`src/rtl/presubmult_arbiter.sv`:
```
// Two-requester round-robin arbiter in front of a 3-stage pipelined (a-b)*c datapath.
// The result comes back tagged with the id of the requester that issued it.
module presubmult_arbiter #(
    parameter int SIZEIN = 16
) (
    input  logic                     clk,
    input  logic                     rst,
    input  logic                     ce,
    input  logic                     req0_valid,
    input  logic                     req1_valid,
    output logic                     req0_ready,
    output logic                     req1_ready,
    input  logic signed [SIZEIN-1:0] req0_a,
    input  logic signed [SIZEIN-1:0] req0_b,
    input  logic signed [SIZEIN-1:0] req0_c,
    input  logic signed [SIZEIN-1:0] req1_a,
    input  logic signed [SIZEIN-1:0] req1_b,
    input  logic signed [SIZEIN-1:0] req1_c,
    output logic                     res_valid,
    output logic                     res_id,
    output logic signed [2*SIZEIN:0] res_data,
    output logic [1:0]               inflight
);

    localparam int DW = SIZEIN + 1;
    localparam int PW = 2 * SIZEIN + 1;

    // Arbiter state: id of the requester granted by the most recent transfer
    logic r_last_grant;

    // Stage S1
    logic                     r_v1;
    logic                     r_tag1;
    logic signed [DW-1:0]     r_diff;
    logic signed [SIZEIN-1:0] r_c;

    // Stage S2
    logic                     r_v2;
    logic                     r_tag2;
    logic signed [PW-1:0]     r_m;

    // Stage S3
    logic                     r_v3;
    logic                     r_tag3;
    logic signed [PW-1:0]     r_p;

    logic                     w_grant0;
    logic                     w_grant1;
    logic                     w_xfer;
    logic                     w_xfer_id;
    logic signed [SIZEIN-1:0] w_sel_a;
    logic signed [SIZEIN-1:0] w_sel_b;
    logic signed [SIZEIN-1:0] w_sel_c;
    logic signed [DW-1:0]     w_diff;
    logic signed [PW-1:0]     w_diff_ext;
    logic signed [PW-1:0]     w_c_ext;
    logic signed [PW-1:0]     w_mult;

    // Round-robin grant: a lone requester wins; on contention the one not granted last wins
    always_comb begin
        w_grant0 = 1'b0;
        w_grant1 = 1'b0;
        if (req0_valid && req1_valid) begin
            w_grant0 = r_last_grant;
            w_grant1 = ~r_last_grant;
        end else begin
            w_grant0 = req0_valid;
            w_grant1 = req1_valid;
        end
    end

    assign req0_ready = ce & ~rst & w_grant0;
    assign req1_ready = ce & ~rst & w_grant1;
    assign w_xfer     = req0_ready | req1_ready;
    assign w_xfer_id  = req1_ready;

    // Operand mux and pre-subtract; both operands widened by one bit so a-b never overflows
    always_comb begin
        w_sel_a = w_xfer_id ? req1_a : req0_a;
        w_sel_b = w_xfer_id ? req1_b : req0_b;
        w_sel_c = w_xfer_id ? req1_c : req0_c;
        w_diff  = $signed({w_sel_a[SIZEIN-1], w_sel_a}) - $signed({w_sel_b[SIZEIN-1], w_sel_b});
    end

    // Full-width product: operands sign-extended to the product width first
    assign w_diff_ext = $signed({{SIZEIN{r_diff[DW-1]}}, r_diff});
    assign w_c_ext    = $signed({{(SIZEIN + 1){r_c[SIZEIN-1]}}, r_c});
    assign w_mult     = w_diff_ext * w_c_ext;

    // Round-robin pointer; only moves on an accepted transfer
    always_ff @(posedge clk) begin
        if (rst) begin
            r_last_grant <= 1'b1;
        end else if (w_xfer) begin
            r_last_grant <= w_xfer_id;
        end
    end

    // S1 capture; data registers only load on a transfer so they hold otherwise
    always_ff @(posedge clk) begin
        if (rst) begin
            r_v1   <= 1'b0;
            r_tag1 <= 1'b0;
            r_diff <= '0;
            r_c    <= '0;
        end else if (ce) begin
            r_v1 <= w_xfer;
            if (w_xfer) begin
                r_tag1 <= w_xfer_id;
                r_diff <= w_diff;
                r_c    <= w_sel_c;
            end
        end
    end

    // S2 multiply; data follows the valid so idle cycles leave it untouched
    always_ff @(posedge clk) begin
        if (rst) begin
            r_v2   <= 1'b0;
            r_tag2 <= 1'b0;
            r_m    <= '0;
        end else if (ce) begin
            r_v2 <= r_v1;
            if (r_v1) begin
                r_tag2 <= r_tag1;
                r_m    <= w_mult;
            end
        end
    end

    // S3 output register; res_data keeps the last result between pulses
    always_ff @(posedge clk) begin
        if (rst) begin
            r_v3   <= 1'b0;
            r_tag3 <= 1'b0;
            r_p    <= '0;
        end else if (ce) begin
            r_v3 <= r_v2;
            if (r_v2) begin
                r_tag3 <= r_tag2;
                r_p    <= r_m;
            end
        end
    end

    // Outputs forced to zero while reset is asserted, before the registers have cleared
    always_comb begin
        res_valid = r_v3 & ~rst;
        res_id    = r_tag3 & ~rst;
        res_data  = rst ? '0 : r_p;
        inflight  = rst ? 2'd0 : ({1'b0, r_v1} + {1'b0, r_v2} + {1'b0, r_v3});
    end

endmodule

```
`config.mk`:
```
export PLATFORM = sky130hd
export DESIGN_NAME = presubmult_arbiter
export DESIGN_NICKNAME = d
export VERILOG_FILES = /design/src/rtl/presubmult_arbiter.sv
export SDC_FILE = /design/constraint.sdc
export NUM_CORES = 1
export LEC_CHECK = 0
export ABC_CLOCK_PERIOD_IN_PS = 6700
export BUFFER_PORTS_ARGS = -buffer_cell sky130_fd_sc_hd__buf_2
export CORE_MARGIN = 4
export CORE_UTILIZATION = 42
export DETAILED_ROUTE_END_ITERATION = 10
export SKIP_CTS_REPAIR_TIMING = 1
export SKIP_LAST_GASP = 1
export SLEW_MARGIN = 30
export SYNTH_ARGS = -nofsm -noshare
export SYNTH_HDL_FRONTEND = slang
export SYNTH_SLANG_ARGS = --single-unit
export TNS_END_PERCENT = 20
```
`constraint.sdc`:
```
create_clock -name clk -period 6.7 [get_ports clk]
set_clock_uncertainty 0.05 [all_clocks]
set_input_delay 1.005 -clock clk [delete_from_list [all_inputs] [get_ports clk]]
set_output_delay 1.005 -clock clk [all_outputs]
set_load 0.01 [all_outputs]
```
# Yosys cells after proc, flatten, opt, wreduce, memory -nomap -nowiden

Cells that the tools add are included.

Add/subtract/negate cells: 3
Multiply operators: 1
Divide/modulo/power cells: 0
$lt $le $gt $ge: 0
Equal/unequal tests: 0
Shifts and indexed selects: 0
Muxes and demuxes: 7
Bitwise gates (word level): 8
Reduce and logical (&&, ||, !) cells: 4

Operator list:

| kind                         | number |
|---|---|
| two-way mux 16 bit           | 3 |
| multiplier 17 x 16 -> 33 bit | 1 |
| two-way mux 33 bit           | 1 |
| subtractor 16 x 16 -> 17 bit | 1 |
| AND reduction 2 bit          | 3 |
| AND 1 bit                    | 5 |
| adder 1 x 1 -> 2 bit         | 1 |
| adder 2 x 1 -> 2 bit         | 1 |
| two-way mux 1 bit            | 2 |
| two-way mux 2 bit            | 1 |
| inverter 1 bit               | 2 |
| logical AND 1 bit            | 1 |
| OR 1 bit                     | 1 |

Register bits after elaboration: 106
Latch bits: 0
RAM bits: 0
Memory bits (read-only): 0
Input bits: 101
Output and inout port bits: 39
Word-level logic and storage cells: 34
Memories: 0

# Longest topological paths before layout

Gate-level depths: netlist of run 1.

Depth after elaboration: 5
Depth in mapped cells: 25

# Worst setup path after synthesis of run 1

OpenSTA, ideal clock, no wires.

Path kind: reg2reg
From: register r_c[1]
To: register r_m[28]
Library setup time: 91 ps
Arrival: 6069 ps
Required time: 6559 ps
Path slack: 491 ps
Stages on the path, launching flop included: 22
Path buffers: 2
Clock period less this slack: 6209 ps
Path through: dfxtp_1 -> clkbuf_1 -> nand2_1 -> inv_1 -> fa_1 -> fa_1 -> inv_1 -> fa_1 -> fa_1 -> fa_1 -> fa_1 -> inv_1 -> ha_1 -> buf_2 -> a21o_1 -> a31o_2 -> a31oi_1 -> o21ai_0 -> or3_1 -> a21oi_2 -> o21ai_0 -> a311oi_1

Word-level cells in the longest chain between the ends: 1

Ends and longest elaborated chain:

| what                         | RTL line | text |
|---|---|---|
| start: declaration           | 35       | `logic signed [SIZEIN-1:0] r_c;` |
| start signal: assignment     | 111      | `r_c <= w_sel_c;` |
| multiplier 17 x 16 -> 33 bit | 88       | `assign w_mult = w_diff_ext * w_c_ext;` |
| end signal: assignment       | 126      | `r_m <= w_mult;` |
| end: declaration             | 40       | `logic signed [PW-1:0] r_m;` |

Every way passes these cells.
A chain may end at the register's enable or synchronous reset.

# Worst setup path in the final report of run 1

From: register r_c[9]
To: register r_m[25]

Same word-level chain as after synthesis.

==> flow_summary_export.csv, run 1 <==
group,metric,value,unit
die,start_util,42.76,%
logic_synthesis,async_flop_share,0,%
timing,timing.fmax,157.2,MHz
die,dieHeight,198.8,µm
final_layout,antenna_cells,0,
routing,drt-total-wl,39390,µm
timing,worstMarginPinSlew,0.8792,ns
final_layout,nets,2330,
timing,period_needed,6.360,ns
timing,setup_viol,0,
logic_synthesis,ys_types,57,
final_layout,drive_gt1_share,12.72,%
timing,tns,0,ns
logic_synthesis,synth_area_per_cell,8.768,µm²
run_status,outcome,"finished clean",
die,die_area,39510,µm²
power_and_ir_drop,p_per_area,108.7,nW/µm²
final_layout,syn_to_final_growth,10.54,%
logic_synthesis,syn_inst,1743,
clocking,cts_sinks,106,
place,dpl.hpwl,32630,µm
logic_synthesis,synthFlopType,"dfxtp_1",
logic_synthesis,ys_ff_latch,106,
flow_run,cap_violations,0,
final_layout,nFillCells,3564,
setup_path,slowest_delay,0.72,ns
routing,drt_pass1_iterations,5,
clocking,numCtsBuffers,9,
die,pin_count,140,
logic_synthesis,yosysTopAreaCellShare,36.41,%
routing,wl_per_cell,17.00,µm
worst_hold_path,min_path_type,"reg2reg",
global_route,grt_max_degree,81,
clocking,clock_latency,0.36,ns
setup_path,startpoint_type,"register",
clocking,h-tree-depth,3,
clocking,clockBufferDepth,2,
routing,vias,11750,
place,port_buffers,139,
clocking,cts_tree,"done",
logic_synthesis,yosysMostFrequentCell,"inv_1",
routing,vias_per_cell,5.072,
power_and_ir_drop,power,1.837,mW
routing,drc,0,
power_and_ir_drop,power.leakage,8.222,nW
logic_synthesis,ys_seq_area_share,13.88,%
global_route,grt_pass1_vias,12660,
logic_synthesis,synth_area,15280,µm²
timing,rsz0062_at_grt,"no",
timing,hold_viol,0,
setup_path,path_buf_inv,5,
logic_synthesis,syn_nets,2222,
logic_synthesis,yosys.area.top_type,"fa_1",
global_route,antenna_found_initial,0,
routing,drt-initial-drc-count,631,
setup_path,critPathTopFamily,"adder cells",
die,rows,69,
clocking,clkTransAtPathRegs,0.07,ns
setup_path,arrival,6.52,ns
logic_synthesis,yosys_warnings,0,
setup_path,critical_path.max_fanout,9,
setup_path,path_common_cell,"fa_1",
setup_path,path_cells,"nand2_1, fa_1, inv_1, fa_1, inv_1, fa_1, inv_1, fa_1, fa_1, inv_1, fa_1, inv_1, ha_1, o21ai_0, nand2_1, a311o_1, a31oi_1, o21ai_1, o31ai_1, xor2_1, a211oi_1",
power_and_ir_drop,vdd_ir_drop_max,0.1084,mV
timing,fin_crit_sh,94.93,%
logic_synthesis,synth_common_cells,"358 x inv_1, 278 x fa_1, 206 x nand2_1",
clocking,root_buffer,"clkbuf_16",
place,gp_congestion,0.8945,
logic_synthesis,synth_edf_count,0,
timing,max-slew-margin-rel,41.39,%
setup_path,endpoint_kind,"register",
setup_path,slowest_stage,"dfxtp_1",
global_route,overflow,0,
global_route,grt_util_all_layers,20.74,%
timing,final_max_slew_viol_count,0,
setup_path,worstSetupPathType,"reg2reg",
global_route,grt_pass1_wl,65250,µm
die,fp.coreArea,35740,µm²
setup_path,required,6.85,ns
logic_synthesis,ys_top_cells_by_area,"fa_1 36%, dfxtp_1 14%, inv_1 8.8%",
die,die_w,198.8,µm
routing,ant_nets,0,
==> cells by family (layout without fill, tap and decap cells) <==
kind of cell | after synthesis | count (layout) | synth area share, %
adders and majority gates | 378 | 378 | 44.60
AOI/OAI and AO/OA | 214 | 214 | 9.734
xor gates and xnor gates | 45 | 45 | 2.579
muxes | 32 | 32 | 2.219
and+or+nand+nor | 527 | 527 | 16.13
DFF | 106 | 106 | 13.88
buffers and inverters | 441 | 554 | 10.86
==> cell type report <==
type	count	area, µm²	share of cell area [%]
Clock buffer	10	229.0	1.355
Clock inverter	6	91.34	0.5406
Inverter	358	1344	7.954
Multi-Input combinational cell	1196	11520	68.18
Sequential cell	106	2128	12.60
Tap cell	461	576.8	3.414
Timing Repair Buffer	180	1006	5.954
==> layout by cell type (no fill, tap or decap), drive strengths merged, types with 2 or more instances in the layout <==
master    count
xor2         18
clkinvlp      3
buf         180
a211o         2
nor2        127
o21ai        27
a21o         13
nor3          7
a311o         2
nor2b        10
or3           4
ha          100
o211ai        7
nand2b       15
o31ai         2
bufinv        2
and2        128
a211oi       46
inv         358
xnor2        27
or2           3
dfxtp       106
o21bai        3
nand2       206
mux2         15
a21boi        2
nand3b       10
and3          2
fa          278
o21a          4
nand4         2
mux2i        17
a222oi       16
a21oi        70
o221ai        2
clkbuf       10
a31oi        10
nand3        11
==> worst reg2reg max path, delay by kind of cell (launching register included) <==
family                     cells  cell delay (ns)
adders and majority gates      7             3.31
buffers and inverters          5             0.26
DFF                            1             0.72
xor gates and xnor gates       1             0.19
and+or+nand+nor                2             0.28
AOI/OAI and AO/OA              6             1.44
==> routing by layer <==
layer / vias to the layer above / share of wire, % / track usage [%]
li1: 5566 / - / -
met1: 5851 / 42 / 26.46
met2: 285 / 51 / 36.80
met3: 49 / 4.6 / 2.930
met4: 0 / 3.2 / 6.028
met5: - / 0 / 0
==> worst paths after layout <==
path | from | end | slack, ns | cells past startpoint
max reg2reg | r_c[9]$_SDFFE_PP0P_ | r_m[25]$_SDFFE_PP0P_ | 0.34 | 21
min reg2reg | r_tag1$_SDFFE_PP0P_ | r_tag2$_SDFFE_PP0P_ | 0.41 | 2
max | r_c[9]$_SDFFE_PP0P_ | r_m[25]$_SDFFE_PP0P_ | 0.34 | 21
min | r_tag1$_SDFFE_PP0P_ | r_tag2$_SDFFE_PP0P_ | 0.41 | 2
==> sequential cells by signal, indices dropped and copies added, names as in the netlist, 16 cells and up <==
signal and cells:
r_c 16, r_diff 17, r_p 33, r_m 33
==> report_power, final <==
| part | leakage (nW) | internal (mW) | switching (mW) |
|---|---|---|---|
| Clock | 0.145 | 0.328 | 0.242 |
| Sequential | 0.862 | 0.652 | 0.0462 |
| Combinational | 7.22 | 0.232 | 0.336 |
==> stage by stage <==
stage	hold WS, ns	cell area (µm²)	instances	setup WS, ns	util (%)
detailed placement	0.3955	16570	2301	0.3076	46.36
finish	0.4051	16900	2317	0.3395	47.27
floorplan	0.3823	15280	1743	0.4906	-
CTS	0.4068	16890	2317	0.3024	47.25
global placement	0.3903	16570	2301	0.4215	46.36
global route	0.4305	16900	2317	0.01955	47.27
No activity file was read; power rests on OpenSTA's default activity.
==> run 2: changes to the inputs <==
RECOVER_POWER = 50   (was unset)
==> run 2 against run 1 <==
Effect of this change:
- the flow now finishes with violations (max-capacitance violations, max-slew violations)
- flip-flop and latch count unchanged
- clock power about the same
- hold slack about the same
- cell area decreased by 0.19%
- critical path type unchanged
==> flow_summary_export.csv, run 2 (synthesis results as in run 1) <==
group,metric,value,unit
final_layout,finish.instance_area,16860,µm²
power_and_ir_drop,power.leakage,8.153,nW
routing,drt-initial-drc-count,539,
power_and_ir_drop,vdd_ir_drop_max,0.1067,mV
place,place_area,16570,µm²
timing,setup_viol,0,
clocking,numCtsBuffers,9,
setup_path,required,6.86,ns
routing,vias,11780,
place,port_buffers,139,
timing,period_needed,6.349,ns
global_route,grt_pass1_wl,65250,µm
timing,max-slew-margin-rel,-90.26,%
die,die_area,39510,µm²
setup_path,endpoint_kind,"register",
setup_path,rrSetupSlack,0.35,ns
global_route,grt_max_degree,81,
final_layout,final_common_cell,"inv_1",
place,dpl.hpwl,32630,µm
clocking,h-tree-depth,3,
clocking,cts_tree,"done",
die,pin_count,140,
global_route,antenna_found_initial,0,
final_layout,nFillCells,3577,
power_and_ir_drop,p_int,1.212,mW
setup_path,crit_start,"r_c[9]$_SDFFE_PP0P_",
timing,worstMarginPinSlew,2.854,ns
power_and_ir_drop,pwr-share-seq,38.0,%
setup_path,path_cells,"nand2_1, fa_1, inv_1, fa_1, inv_1, fa_1, inv_1, fa_1, fa_1, inv_1, fa_1, inv_1, ha_1, o21ai_0, nand2_1, a311o_1, a31oi_1, o21ai_1, o31ai_1, xor2_1, a211oi_1",
clocking,cts_sinks,106,
run_status,outcome,"complete, but fails checks",
routing,vias_per_cell,5.085,
die,start_util,42.76,%
final_layout,nets,2330,
power_and_ir_drop,p_comb_share,30.9,%
timing,timing.fmax,157.5,MHz
global_route,grt_pass1_vias,12660,
routing,drt_pass1_iterations,6,
die,fp.coreArea,35740,µm²
final_layout,mostFrequentLayoutCells,"358 x inv_1, 278 x fa_1, 205 x nand2_1",
routing,wl_per_cell,17.00,µm
run_status,violations,"max-capacitance violations, max-slew violations",
timing,fin_crit_sh,94.76,%
clocking,clock_latency,0.36,ns
final_layout,antenna_cells,0,
setup_path,startpoint_type,"register",
clocking,clkTransAtPathRegs,0.07,ns
final_layout,drive_gt1_share,11.75,%
clocking,clockBufferDepth,2,
global_route,overflow,0,
timing,tns,0,ns
routing,drt-total-wl,39400,µm
timing,final_max_slew_viol_count,157,
setup_path,arrival,6.50,ns
die,die_w,198.8,µm
power_and_ir_drop,power,1.836,mW
setup_path,critical_path.max_fanout,9,
power_and_ir_drop,sw_frac_of_total,33.99,%
power_and_ir_drop,p_per_area,108.9,nW/µm²
timing,rsz0062_at_grt,"no",
setup_path,r2r_cells,21,
final_layout,syn_to_final_growth,10.33,%
die,rows,69,
timing,hold_viol,0,
final_layout,top_regs,"r_m (33), r_p (33), r_diff (17)",
power_and_ir_drop,p_clk_share,31.0,%
setup_path,r2r_start,"r_c[9]$_SDFFE_PP0P_",
setup_path,slowest_delay,0.71,ns
setup_path,endpoint,"r_m[25]$_SDFFE_PP0P_",
global_route,grt_util_all_layers,20.74,%
routing,ant_nets,0,
setup_path,r2r_end,"r_m[25]$_SDFFE_PP0P_",
final_layout,post-route-util,47.18,%
setup_path,slowest_stage,"dfxtp_1",
clocking,root_buffer,"clkbuf_16",
worst_hold_path,min_path_type,"reg2reg",
routing,drc,0,
setup_path,path_common_cell,"fa_1",
setup_path,worstSetupPathType,"reg2reg",
place,gp_congestion,0.8945,
die,dieHeight,198.8,µm
flow_run,cap_violations,3,
power_and_ir_drop,p_sw,0.6238,mW
run 2: changes by cell type in the layout (fill, tap and decap cells not counted), sizes merged:
cell,before,now
buf,180,163
clkbuf,10,27
run 2: area by class of cell:
class | instances | area [µm²] | share of cell area [%]
clock inverter | 6 | 91.34 | 0.5417
sequential | 106 | 2128 | 12.62
inverter | 358 | 1344 | 7.969
multi-input combinational | 1196 | 11520 | 68.29
timing repair buffer | 180 | 977.2 | 5.795
tap | 461 | 576.8 | 3.421
clock buffer | 10 | 229.0 | 1.358
run 2: worst max-delay path, delay by kind of cell, from the launching register on:
kind,cells,cell delay [ns]
adders and majority gates,7,3.30
AOI/OAI and AO/OA,6,1.44
DFF,1,0.71
and+or+nand+nor,2,0.26
buffers and inverters,5,0.26
xor gates and xnor gates,1,0.19
run 2: metrics by stage:
step	hold slack (ns)	cells	setup WS (ns)
2_1_floorplan	0.3823	1743	0.4906
3_3_place_gp	0.3903	2301	0.4215
3_5_place_dp	0.3955	2301	0.3076
4_1_cts	0.4068	2317	0.3024
5_1_grt	0.4305	2317	0.01958
6_report	0.4051	2317	0.3512
run 2: power by group through the flow:
stage               logic (mW)  clock network (mW)  registers (mW)
detailed placement       0.574                   0           0.711
CTS                      0.578               0.588           0.696
global placement         0.567                   0           0.710
finish                   0.568               0.570           0.698
global route             0.639               0.610           0.701
floorplan                0.394                   0           0.682
run 2: layer usage:
metal	up-vias	wire length, µm	global-route usage (%)
met2	255	19950	36.80
met4	0	1241	6.028
met3	48	1692	2.930
met5	-	0	0
li1	5567	-	-
met1	5911	16510	26.46
run 2: worst min path at each step:
stage / cells past startpoint / end / startpoint / slack (ns)
after detailed placement: 2 / r_tag2$_SDFFE_PP0P_ / r_tag1$_SDFFE_PP0P_ / 0.40
final: 2 / r_tag2$_SDFFE_PP0P_ / r_tag1$_SDFFE_PP0P_ / 0.41
after global placement: 2 / r_tag2$_SDFFE_PP0P_ / r_tag1$_SDFFE_PP0P_ / 0.39
after global routing: 2 / r_tag2$_SDFFE_PP0P_ / r_tag1$_SDFFE_PP0P_ / 0.43
after floorplan: 2 / r_m[11]$_SDFFE_PP0P_ / r_m[11]$_SDFFE_PP0P_ / 0.38
after CTS: 2 / r_m[15]$_SDFFE_PP0P_ / r_m[15]$_SDFFE_PP0P_ / 0.41
==> run 3: changes to the inputs <==
CELL_PAD_IN_SITES_DETAIL_PLACEMENT = 0   (was unset)
CELL_PAD_IN_SITES_GLOBAL_PLACEMENT = 2   (was unset)
CORE_UTILIZATION = 35   (was 42)
PLACE_DENSITY_LB_ADDON = 0.1   (was unset)
==> run 3 against run 2 <==
Effect of this change:
- the flow still finishes with violations (max-capacitance violations, max-slew violations)
- global-route usage shrank 1.2 points
- setup slack lost 0.011 ns
- fmax shrank 0.17%
- critical path depth shrank 1
- combinational power grew 3%
- first-iteration DRC count shrank 0.56%
==> flow_summary_export.csv, run 3 (synthesis results as in run 1) <==
group,metric,value,unit
power_and_ir_drop,power.leakage,8.181,nW
setup_path,r2r_cells,20,
die,die_w,217.0,µm
global_route,antenna_found_initial,1,
run_status,outcome,"complete, but fails checks",
timing,timing.fmax,157.3,MHz
die,start_util,35.48,%
setup_path,arrival,6.61,ns
place,port_buffers,139,
routing,drt_pass1_iterations,5,
setup_path,worstSetupPathType,"reg2reg",
run_status,violations,"max-capacitance violations, max-slew violations",
final_layout,syn_to_final_growth,11.65,%
final_layout,final_common_cell,"inv_1",
routing,drt-initial-drc-count,536,
routing,vias,11630,
place,dpl.hpwl,37000,µm
timing,fin_crit_sh,94.91,%
final_layout,nets,2339,
setup_path,critical_path.max_fanout,13,
die,rows,76,
timing,setup_viol,0,
clocking,cts_sinks,106,
global_route,overflow,0,
clocking,cts_tree,"done",
clocking,h-tree-depth,3,
final_layout,drive_gt1_share,11.85,%
timing,tns,0,ns
power_and_ir_drop,power,1.886,mW
flow_run,cap_violations,3,
power_and_ir_drop,p_per_area,110.5,nW/µm²
timing,hold_viol,0,
die,dieHeight,217.0,µm
timing,rsz0062_at_grt,"no",
die,pin_count,140,
global_route,grt_pass1_wl,70590,µm
routing,vias_per_cell,4.746,
timing,worstMarginPinSlew,3.535,ns
final_layout,mostFrequentLayoutCells,"358 x inv_1, 278 x fa_1, 206 x nand2_1",
routing,wl_per_cell,18.32,µm
clocking,clkTransAtPathRegs,0.09,ns
clocking,clock_latency,0.40,ns
clocking,root_buffer,"clkbuf_16",
setup_path,rrSetupSlack,0.34,ns
timing,period_needed,6.359,ns
timing,max-slew-margin-rel,-138.2,%
place,place_ws,0.2715,ns
final_layout,top_regs,"r_m (33), r_p (33), r_diff (17)",
die,die_area,47070,µm²
timing,setup_ws,0.3407,ns
place,gp_congestion,0.8509,
setup_path,endpoint_kind,"register",
setup_path,endpoint,"r_m[25]$_SDFFE_PP0P_",
global_route,grt_pass1_vias,12610,
setup_path,crit_start,"r_c[5]$_SDFFE_PP0P_",
global_route,grt_max_degree,79,
clocking,numCtsBuffers,9,
clocking,clockBufferDepth,2,
setup_path,r2r_end,"r_m[25]$_SDFFE_PP0P_",
worst_hold_path,min_path_type,"reg2reg",
timing,final_max_slew_viol_count,98,
global_route,grt_util_all_layers,19.52,%
routing,ant_nets,0,
setup_path,r2r_start,"r_c[5]$_SDFFE_PP0P_",
die,fp.coreArea,43080,µm²
worst_hold_path,min_path_cells,2,
setup_path,startpoint_type,"register",
power_and_ir_drop,vdd_ir_drop_max,0.09958,mV
setup_path,required,6.95,ns
routing,drt-total-wl,44900,µm
routing,drc,0,
## run 3: changes by cell type in the layout (fill, tap and decap cells not counted), sizes merged
| cell | before | now |
|---|---|---|
| bufinv | 2 | 1 |
| clkinvlp | 3 | 0 |
| clkbuf | 27 | 32 |
| inv | 358 | 362 |
| diode | 0 | 1 |
| clkinv | 1 | 2 |
| buf | 163 | 166 |
## run 3: critical path, cell delays in order (launching register included)
cell and delay (ns):
dfxtp_1 0.70, and2_1 0.24, fa_1 0.42, inv_1 0.08, fa_1 0.43, fa_1 0.45
fa_1 0.52, inv_1 0.06, fa_1 0.58, inv_1 0.06, fa_1 0.48, inv_1 0.04
ha_1 0.35, o21ai_0 0.38, nand2_1 0.14, a311o_1 0.32, a31oi_1 0.24, o21ai_1 0.13
o31ai_1 0.25, xor2_1 0.10, a211oi_1 0.24
## run 3: per-layer routing
layer | track usage, % | share of wire (%)
met2 | 36.67 | 54
met5 | 0 | 0
met3 | 2.178 | 2.0
met1 | 23.81 | 42
met4 | 4.918 | 1.9
## run 3: through the flow
stage / instance area, µm² / util, % / instances / hold slack, ns
after floorplan: 15280 / - / 1743 / 0.3823
after global placement: 16800 / 39.00 / 2434 / 0.3930
after detailed placement: 16800 / 39.00 / 2434 / 0.3972
after CTS: 17120 / 39.73 / 2450 / 0.4094
after global routing: 17060 / 39.61 / 2451 / 0.4330
final: 17060 / 39.61 / 2451 / 0.4035
## run 3: worst min path at each step
stage / startpoint / end / slack (ns)
6_report: r_m[27]$_SDFFE_PP0P_ / r_m[27]$_SDFFE_PP0P_ / 0.40
4_1_cts: r_m[27]$_SDFFE_PP0P_ / r_m[27]$_SDFFE_PP0P_ / 0.41
2_1_floorplan: r_m[11]$_SDFFE_PP0P_ / r_m[11]$_SDFFE_PP0P_ / 0.38
3_5_place_dp: r_m[4]$_SDFFE_PP0P_ / r_m[4]$_SDFFE_PP0P_ / 0.40
5_1_grt: r_m[20]$_SDFFE_PP0P_ / r_m[20]$_SDFFE_PP0P_ / 0.43
3_3_place_gp: r_m[23]$_SDFFE_PP0P_ / r_m[23]$_SDFFE_PP0P_ / 0.39
## run 3: where the power goes
| group | switching (mW) | leakage, nW | internal [mW] | total (mW) |
|---|---|---|---|---|
| combinational | 0.351 | 7.16 | 0.236 | 0.587 |
| clock | 0.299 | 0.157 | 0.301 | 0.600 |
| sequential | 0.0477 | 0.862 | 0.652 | 0.700 |
| total | 0.697 | 8.18 | 1.19 | 1.89 |
## run 3: layout make-up
type,instances,area (µm²)
Fill cell,4529,26010
Clock inverter,7,91.34
Timing Repair Buffer,189,1037
Antenna cell,1,2.502
Clock buffer,9,225.2
Inverter,358,1344
Multi-Input combinational cell,1196,11500
Sequential cell,106,2130
Tap cell,585,732.0
